File: src/rtl/clock_pkg.sv
// clock_pkg: shared mode encoding, digit count, segment patterns and BCD limits for clock_display
package clock_pkg;
  typedef enum logic [1:0] {RUN = 2'd0, SET_H = 2'd1, SET_M = 2'd2, SET_S = 2'd3} mode_e;
  localparam int NDIG = 6;
  localparam logic [3:0] TENS_MAX = 4'd5;
  localparam logic [3:0] ONES_MAX = 4'd9;
  localparam logic [3:0] HOUR_TENS_MAX = 4'd2;
  localparam logic [3:0] HOUR_ONES_MAX = 4'd3;
  localparam logic [7:0] MS_LAST = {TENS_MAX, ONES_MAX};
  localparam logic [7:0] SEG_BLANK = 8'hFF;
  // Active-low {dp,g,f,e,d,c,b,a}; codes 10..15 are blank.
  localparam logic [15:0][7:0] SEG_LUT = {
    8'hFF, 8'hFF, 8'hFF, 8'hFF, 8'hFF, 8'hFF,
    8'h90, 8'h80, 8'hF8, 8'h82, 8'h92, 8'h99, 8'hB0, 8'hA4, 8'hF9, 8'hC0
  };
  // Two-digit BCD increment that wraps to 00 after the given last value.
  function automatic logic [7:0] bcd2_inc(input logic [7:0] v, input logic [7:0] last);
    return v == last ? 8'h00 : v[3:0] == ONES_MAX ? {v[7:4] + 4'd1, 4'd0} : v + 8'd1;
  endfunction
endpackage

File: src/rtl/btn_sync_edge.sv
// btn_sync_edge: 2-FF synchronizer plus rising-edge detector for a raw button level
//   high  - system clock
//   rst_n - asynchronous active-low reset
//   din   - raw asynchronous level
//   pulse - one-cycle pulse per rising edge of the synchronized level
module btn_sync_edge (
  input  logic high,
  input  logic rst_n,
  input  logic din,
  output logic pulse
);
  logic s1_q, s2_q, prev_q;
  always_ff @(posedge high or negedge rst_n) begin
    if (!rst_n) begin
      s1_q   <= 1'b0;
      s2_q   <= 1'b0;
      prev_q <= 1'b0;
    end else begin
      s1_q   <= din;
      s2_q   <= s1_q;
      prev_q <= s2_q;
    end
  end
  assign pulse = s2_q & ~prev_q;
endmodule

File: src/rtl/clock_display.sv
// clock_display: BCD time-of-day counter with button setting, field blink and 6-digit scan driver
//   high      - 100 MHz system clock
//   rst_n     - asynchronous active-low reset
//   tick_*    - single-cycle enables at 1 Hz, 2 Hz and 1 kHz
//   btn_mode  - raw button, advances RUN->SET_H->SET_M->SET_S->RUN
//   btn_inc   - raw button, increments the selected field in a SET mode
//   seg/an    - registered active-low segments and digit enables (bit 0 = seconds ones)
//   bcd_time  - {h_t,h_o,m_t,m_o,s_t,s_o}
//   mode      - current mode
module clock_display
  import clock_pkg::*;
#(
  parameter int HOUR_MAX_TENS = 2,
  parameter int NDIG = clock_pkg::NDIG
) (
  input  logic            high,
  input  logic            rst_n,
  input  logic            tick_1hz,
  input  logic            tick_2hz,
  input  logic            tick_1khz,
  input  logic            btn_mode,
  input  logic            btn_inc,
  output logic [7:0]      seg,
  output logic [NDIG-1:0] an,
  output logic [23:0]     bcd_time,
  output logic [1:0]      mode
);
  localparam logic [7:0] HOUR_LAST = {4'(HOUR_MAX_TENS), HOUR_ONES_MAX};
  localparam logic [2:0] IDX_LAST = 3'(NDIG - 1);
  localparam logic [NDIG-1:0] ONE = NDIG'(1);
  mode_e mode_q, mode_d;
  logic blink_q, blink_d;
  logic [7:0] h_q, h_d, m_q, m_d, s_q, s_d;
  logic [2:0] idx_q, idx_d;
  logic [NDIG-1:0] an_q, an_d;
  logic [7:0] seg_q, seg_d;
  logic mode_p, inc_p, blank;
  logic [3:0] dig;
  btn_sync_edge u_mode (.high(high), .rst_n(rst_n), .din(btn_mode), .pulse(mode_p));
  btn_sync_edge u_inc  (.high(high), .rst_n(rst_n), .din(btn_inc),  .pulse(inc_p));
  assign bcd_time = {h_q, m_q, s_q};
  assign mode = mode_q;
  assign an = an_q;
  assign seg = seg_q;
  // Time counters, mode and blink. Ticks only count in RUN, which also drops a
  // tick coincident with SET_S->RUN; a mode edge suppresses a same-cycle inc.
  always_comb begin
    mode_d  = mode_p ? mode_e'(mode_q + 2'd1) : mode_q;
    blink_d = mode_p ? 1'b0 : blink_q ^ tick_2hz;
    h_d = h_q;
    m_d = m_q;
    s_d = s_q;
    if (mode_q == RUN) begin
      if (tick_1hz) begin
        s_d = bcd2_inc(s_q, MS_LAST);
        m_d = s_q == MS_LAST ? bcd2_inc(m_q, MS_LAST) : m_q;
        h_d = s_q == MS_LAST && m_q == MS_LAST ? bcd2_inc(h_q, HOUR_LAST) : h_q;
      end
    end else if (inc_p && !mode_p) begin
      h_d = mode_q == SET_H ? bcd2_inc(h_q, HOUR_LAST) : h_q;
      m_d = mode_q == SET_M ? bcd2_inc(m_q, MS_LAST) : m_q;
      s_d = mode_q == SET_S ? bcd2_inc(s_q, MS_LAST) : s_q;
    end
  end
  // Scan: digit pairs map idx[2:1] = 0/1/2 to s/m/h, so the selected pair is 3 - mode.
  always_comb begin
    idx_d = tick_1khz ? (idx_q == IDX_LAST ? 3'd0 : idx_q + 3'd1) : idx_q;
    dig   = 4'(bcd_time >> {idx_q, 2'b00});
    blank = mode_q != RUN && blink_q && idx_q[2:1] == 2'd3 - mode_q;
    an_d  = ~(ONE << idx_q);
    seg_d = blank ? SEG_BLANK : {~(idx_q == 3'd2 || idx_q == 3'd4), SEG_LUT[dig][6:0]};
  end
  always_ff @(posedge high or negedge rst_n) begin
    if (!rst_n) begin
      mode_q  <= RUN;
      blink_q <= 1'b0;
      h_q     <= 8'h00;
      m_q     <= 8'h00;
      s_q     <= 8'h00;
      idx_q   <= 3'd0;
      an_q    <= '1;
      seg_q   <= SEG_BLANK;
    end else begin
      mode_q  <= mode_d;
      blink_q <= blink_d;
      h_q     <= h_d;
      m_q     <= m_d;
      s_q     <= s_d;
      idx_q   <= idx_d;
      an_q    <= an_d;
      seg_q   <= seg_d;
    end
  end
endmodule

File: config.mk
export PLATFORM = sky130hd
export DESIGN_NAME = clock_display
export DESIGN_NICKNAME = d
export VERILOG_FILES = /design/src/rtl/clock_pkg.sv /design/src/rtl/btn_sync_edge.sv /design/src/rtl/clock_display.sv
export SDC_FILE = /design/constraint.sdc
export NUM_CORES = 1
export LEC_CHECK = 0
export CORE_AREA = 4 4 82 84
export CTS_BUF_LIST = sky130_fd_sc_hd__clkbuf_4 sky130_fd_sc_hd__clkbuf_8
export DETAILED_ROUTE_END_ITERATION = 8
export DIE_AREA = 0 0 86 88
export GPL_TIMING_DRIVEN = 0
export PLACE_DENSITY = 0.86
export RECOVER_POWER = 50
export SLEW_MARGIN = 30
export SYNTH_ARGS = -nofsm -noshare
export SYNTH_HDL_FRONTEND = slang
export SYNTH_HIERARCHICAL = 1
export SYNTH_SLANG_ARGS = --single-unit
File: constraint.sdc
create_clock -name high -period 2.7 [get_ports high]
set_input_delay 0.405 -clock high [delete_from_list [all_inputs] [get_ports high]]
set_output_delay 0.405 -clock high [all_outputs]
set_load 0.02 [all_outputs]
# After elaboration in Yosys (flattened, before gate mapping)
# Memories as Yosys holds them, arrays and structs flattened.
# Cells that the tools add are included.
# Widths: inputs -> output; s select.
[totals] memories=1 mem_bits_rw=0 regBits=50 romBits=128 latchBits=0
[op_classes] div=0 magnitude_cmp=1 eq_ne=16 muxes=24 reduce_logical=15 bitwise_logic=7 mul=0 n_shift=2 n_addsub=9
[memory_table] name="(name not given)" depth=16 word_bits=8 rd=1 rd_clocked_by_memory_dff=0 write_ports=0 line_no="clock_display.sv:71" text="seg_d = blank ? SEG_BLANK : {~(idx_q == 3'd2 || idx_q == 3'd4), SEG_LUT[dig][6:0]};"
[op_table] op="$mux 8" n=21
[op_table] op="$add 8x1->8 const B" n=3
[op_table] op="$shr 24x5->4" n=1
[op_table] op="$eq 8x7->1 const B" n=2
[op_table] op="$add 4x1->4 const B" n=3
[op_table] op="$eq 4x4->1 const B" n=3
[op_table] op="$reduce_bool 2->1" n=5
[op_table] op="$eq 8x6->1 const B" n=1
[op_table] op="$reduce_and 4->1" n=2
[op_table] op="$mux 7" n=1
[op_table] op="$eq 3x3->1 const B" n=2
[op_table] op="$not 6->6" n=1
[op_table] op="$shl 1x3->6 const A" n=1
[op_table] op="$lt 4x5->1 const B" n=1
[op_table] op="$eq 2x2->1 const B" n=2
[op_table] op="$logic_and 1x1->1" n=4
[op_table] op="$ne 2x1->1 const B" n=2
[op_table] op="$add 3x1->3 const B" n=1
[op_table] op="$eq 3x2->1 const B" n=1
[op_table] op="$mux 3" n=1
[op_table] op="$not 1->1" n=3
[op_table] op="$reduce_and 3->1" n=1
[op_table] op="$add 2x1->2 const B" n=1
[op_table] op="$and 1x1->1" n=2
[op_table] op="9 further kinds" n=9

# Depth between registers and ports, before layout
[depth] ltp_word=6 ltp_mapped=9 depth_no_buf=7

# By module
# Netlist, hierarchy kept.
[modules_own_cells] mod="clock_display" cells_each=269 area_each_um2=2745.1 instances=1 seq_area_each_um2=1118.6
[modules_own_cells] mod="btn_sync_edge" cells_each=4 area_each_um2=88.8 instances=2 seq_area_each_um2=75.1

# Least setup slack after synthesis
# OpenSTA, ideal clock, no wires.
[synth_path] kind="register -> register" startpoint="register mode_q[0] (netlist: mode[0])" endpoint="register s_q[7]" period_less_slack_ns=2.119 setup_ns=0.126 setup_slack_ns=0.581 arrival_time_ns=1.993 path_stages_with_launch=8 path_buffers=0 cell_sequence="dfrtp_1 > inv_1 > ha_1 > or3b_4 > a221oi_2 > nand4_1 > xor2_1 > nor2_2"
[synth_via] elab_chain_len=3 word_cells_on_any_way=7
[synth_rtl] item="start: declaration" line_no="clock_display.sv:31" text="mode_e mode_q, mode_d;"
[synth_rtl] item="start signal: assignment" line_no="clock_display.sv:84" text="mode_q <= mode_d;"
[synth_rtl] item="$eq 2x2->1 or $logic_not 2->1 (tied branches)" line_no="clock_display.sv:62, clock_display.sv:53"
[synth_rtl] item="$reduce_bool 2->1 (no line) or $ne 2x2->1 (tied branches)"
[synth_rtl] item="$reduce_and 3->1 (no line)"
[synth_rtl] item="end signal: assignment" line_no="clock_display.sv:79" text="s_q <= 8'h00;"
[synth_rtl] item="end signal: assignment" line_no="clock_display.sv:88" text="s_q <= s_d;"
[synth_rtl] item="end: declaration" line_no="clock_display.sv:33" text="logic [7:0] h_q, h_d, m_q, m_d, s_q, s_d;"
# Several ways; a longest one is shown, not always the timed one.
# A chain may end at the register's enable or synchronous reset.

# Final worst setup path
[layout_path] startpoint="register idx_q[1]" endpoint="register seg_q[6] (netlist: seg[6])"
[layout_via] elab_chain_len=4 word_cells_on_any_way=6
[layout_rtl] item="start: declaration" line_no="clock_display.sv:34" text="logic [2:0] idx_q, idx_d;"
[layout_rtl] item="start signal: assignment" line_no="clock_display.sv:89" text="idx_q <= idx_d;"
[layout_rtl] item="$shr 24x5->4" line_no="clock_display.sv:68" text="dig = 4'(bcd_time >> {idx_q, 2'b00});"
[layout_rtl] item="$mem_v2 16x8"
[layout_rtl] item="$mux 7 (not written as such)" line_no="clock_display.sv:71"
[layout_rtl] item="$mux 8 (*)" line_no="clock_display.sv:71"
[layout_rtl] item="via seg_d[6]" line_no="clock_display.sv:36" text="logic [7:0] seg_q, seg_d;"
[layout_rtl] item="end signal: assignment" line_no="clock_display.sv:91" text="seg_q <= seg_d;"
[layout_rtl] item="end: declaration" line_no="clock_display.sv:36"
# The timed path passes the listed nets; every way through them passes the cells marked *. The select of a mux whose other input is x is not followed.

==> run summary <==
Startpoint types: register
RSZ-0062 raised after global routing: false
CP max-delay cell: nor3_2
CP endpoint kind: register
Critical Path Max Stage Delay: 0.42 ns
Final min period: 2.31 ns
Top_reg_cell synth: dfrtp_1
GP Congestion: 0.882
Total length of routed wires: 5950 um
Cell breakdown of the critical path: clkbuf_1 > nand2b_1 > nor2_1 > nor3_2 > inv_1 > ha_1 > nor4b_1 > a21oi_1
Worst-path clk slew: 0.09 ns
Final #Nets: 358
Final Hold Viols: 0
Starting Density: 0.494
Net Count, Synth: 305
Seq/Total Area, Yosys: 0.434
Syn Area/Cell: 10.6 sq um
Die width: 86 um
Pleak: 1.59 nW
DRC viols: 0
Num CTS Buffers: 5
ANT nets after route: 0
Clock Skew: 0.00832 ns
Critical path required time: 2.92 ns
First-pass GRT wire length: 10400 um
Crit Path Max Fanout: 9
Overall Power: 3.26 mW
CTS tree: built
Via Count: 2232
Area growth syn-to-layout: 21.6%
Clk_lat worst skew: 0.31 ns
CTS Buffer Depth: 2
Placeable core area: 5920 sq um
# clock sinks: 50
Mapped cell area: 2920 sq um
Dpl hpwl: 4370 um
Worst slack, placed: 0.427 ns
Most frequent cells in the layout: 40 x clkdlybuf4s50_1, 36 x dfrtp_1, 22 x nand2_1
Count of flip-flops with a built-in enable after synthesis: 0
Total GRT Usage: 0.173
Drt wl/cell: 14.7 um
Power Density: 916 nW/um^2
#FFs+latches synth: 50
H-Tree Depth: 2
Maximum VDD drop: 0.000423 V
Post-CTS Resized: 0
Pin count of the biggest net entering global routing: 51
Final count of negative-setup-slack endpoints: 0
Commonest non-fill, non-tap cell in the layout: clkdlybuf4s50_1
Congestion Overflow GR: 0
Port bufs: 46
CP Data Arrival Time: 2.53 ns
Row cnt: 28
Max Cap Viol: 0
Root buf cell: clkbuf_8
Share of layout cells above drive strength 1: 0.169
Fin util: 0.600
Vias in the first global route: 2243
Yosys warning count: 6
Number of distinct library cells after synthesis: 58
Ant diodes: 0
Num ports: 47
Final WS setup: 0.393 ns
DR vias/cell: 5.50
Relative slew margins: 0.191
Initial antenna violation count: 0
Fin crit share: 0.854
Die height: 88 um
# hold bufs at CTS: 0
Full die area: 7570 sq um
Max Clk Rate: 434 MHz
Post-synth ARST share: 1.00
Worst slew pin tran: 1.21 ns
Kind of critical path: register to register
Status: complete, no violations
Final Max Slew Viols: 0
Drt pass-1 iters: 4
Post-CTS Setup Repair Bufs: 0
Gate Count Post-Synth: 277
Hold crit path type: input port to asynchronous set/reset pin
DRT iter0 DRCs: 51
critical path: cells and delay by family, from the launching register on:
kind / cells / cell delay, ns
AO/OA/AOI/OAI: 1 / 0.09
AND/OR/NAND/NOR: 4 / 1.09
buffers and inverters: 2 / 0.48
adder cells (fa/ha/maj): 1 / 0.24
flip-flops: 1 / 0.33
where the power goes:
group          switching [mW]  leakage [nW]  internal [mW]  total [mW]
combinational           0.905         0.931          0.719        1.62
sequential              0.185         0.613          0.995        1.18
clock                   0.236        0.0498          0.215       0.451
Yosys cell counts, types with 6 or more instances:
cell | n | share of area
dfrtp_1 | 36 | 0.31
nand2_1 | 22 | 0.028
ha_1 | 21 | 0.090
nor2_1 | 21 | 0.027
o21ai_0 | 19 | 0.033
inv_1 | 16 | 0.021
dfstp_2 | 14 | 0.13
mux2i_1 | 11 | 0.038
xor2_1 | 8 | 0.024
a21oi_1 | 6 | 0.010
buf_2 | 6 | 0.010
o31ai_1 | 6 | 0.015
cells by family (layout without fill, tap and decap cells):
kind of cell               count (synthesis)  count (layout)  synth area share
buffers and inverters                     25              79            0.0411
xor gates and xnor gates                  11              11            0.0330
and+or+nand+nor                           91              91             0.188
AOI/OAI and AO/OA                         62              62             0.153
adders and majority gates                 21              21            0.0899
DFF                                       50              50             0.434
muxes                                     17              17            0.0608
path summary, 6_finish.rpt:
kind                              from     endpoint  cells after the start  slack [ns]
max                           idx_q[1]       seg[6]                      8        0.39
max in group asynchronous        rst_n       m_q[5]                      1        1.63
min in group high          u_mode/s1_q  u_mode/s2_q                      0        0.35
min                              rst_n       m_q[0]                      1        0.34
min reg2reg                u_mode/s1_q  u_mode/s2_q                      0        0.35
max reg2reg                   idx_q[1]       seg[6]                      8        0.39
routing by layer:
metal,vias up,global-route usage,routed length (um)
li1,1085,-,-
met1,1079,0.216,2610
met2,59,0.294,2940
met3,9,0.0405,322
met4,0,0.0604,83
met5,-,0,0
metrics by stage:
| stage | hold slack, ns | cell area [sq um] | instances | setup TNS [ns] |
|---|---|---|---|---|
| global route | 0.370 | 3550 | 406 | 0 |
| global placement | 0.333 | 3480 | 398 | -4.94 |
| detailed placement | 0.337 | 3470 | 398 | 0 |
| CTS | 0.131 | 3570 | 406 | 0 |
| floorplan | 0.109 | 2920 | 277 | 0 |
| finish | 0.344 | 3550 | 406 | 0 |
state kept, by name, summed over array words and instances, names as in the netlist, 2 cells and up:
register,flops
seg,8
an,6
m_q,8
h_q,8
s_q,8
mode,2
idx_q,3
area by class of cell:
| cell class | instances | area, sq um |
|---|---|---|
| plain buffers | 9 | 58.8 |
| repair buffers | 46 | 455 |
| well taps | 75 | 93.8 |
| clock buffers | 8 | 91.3 |
| inverters | 16 | 60.1 |
| fillers | 508 | 2370 |
| flip-flops and latches | 50 | 1270 |
| multi-input cells | 202 | 1530 |
Note: power is estimated with default switching activity, not from simulation.
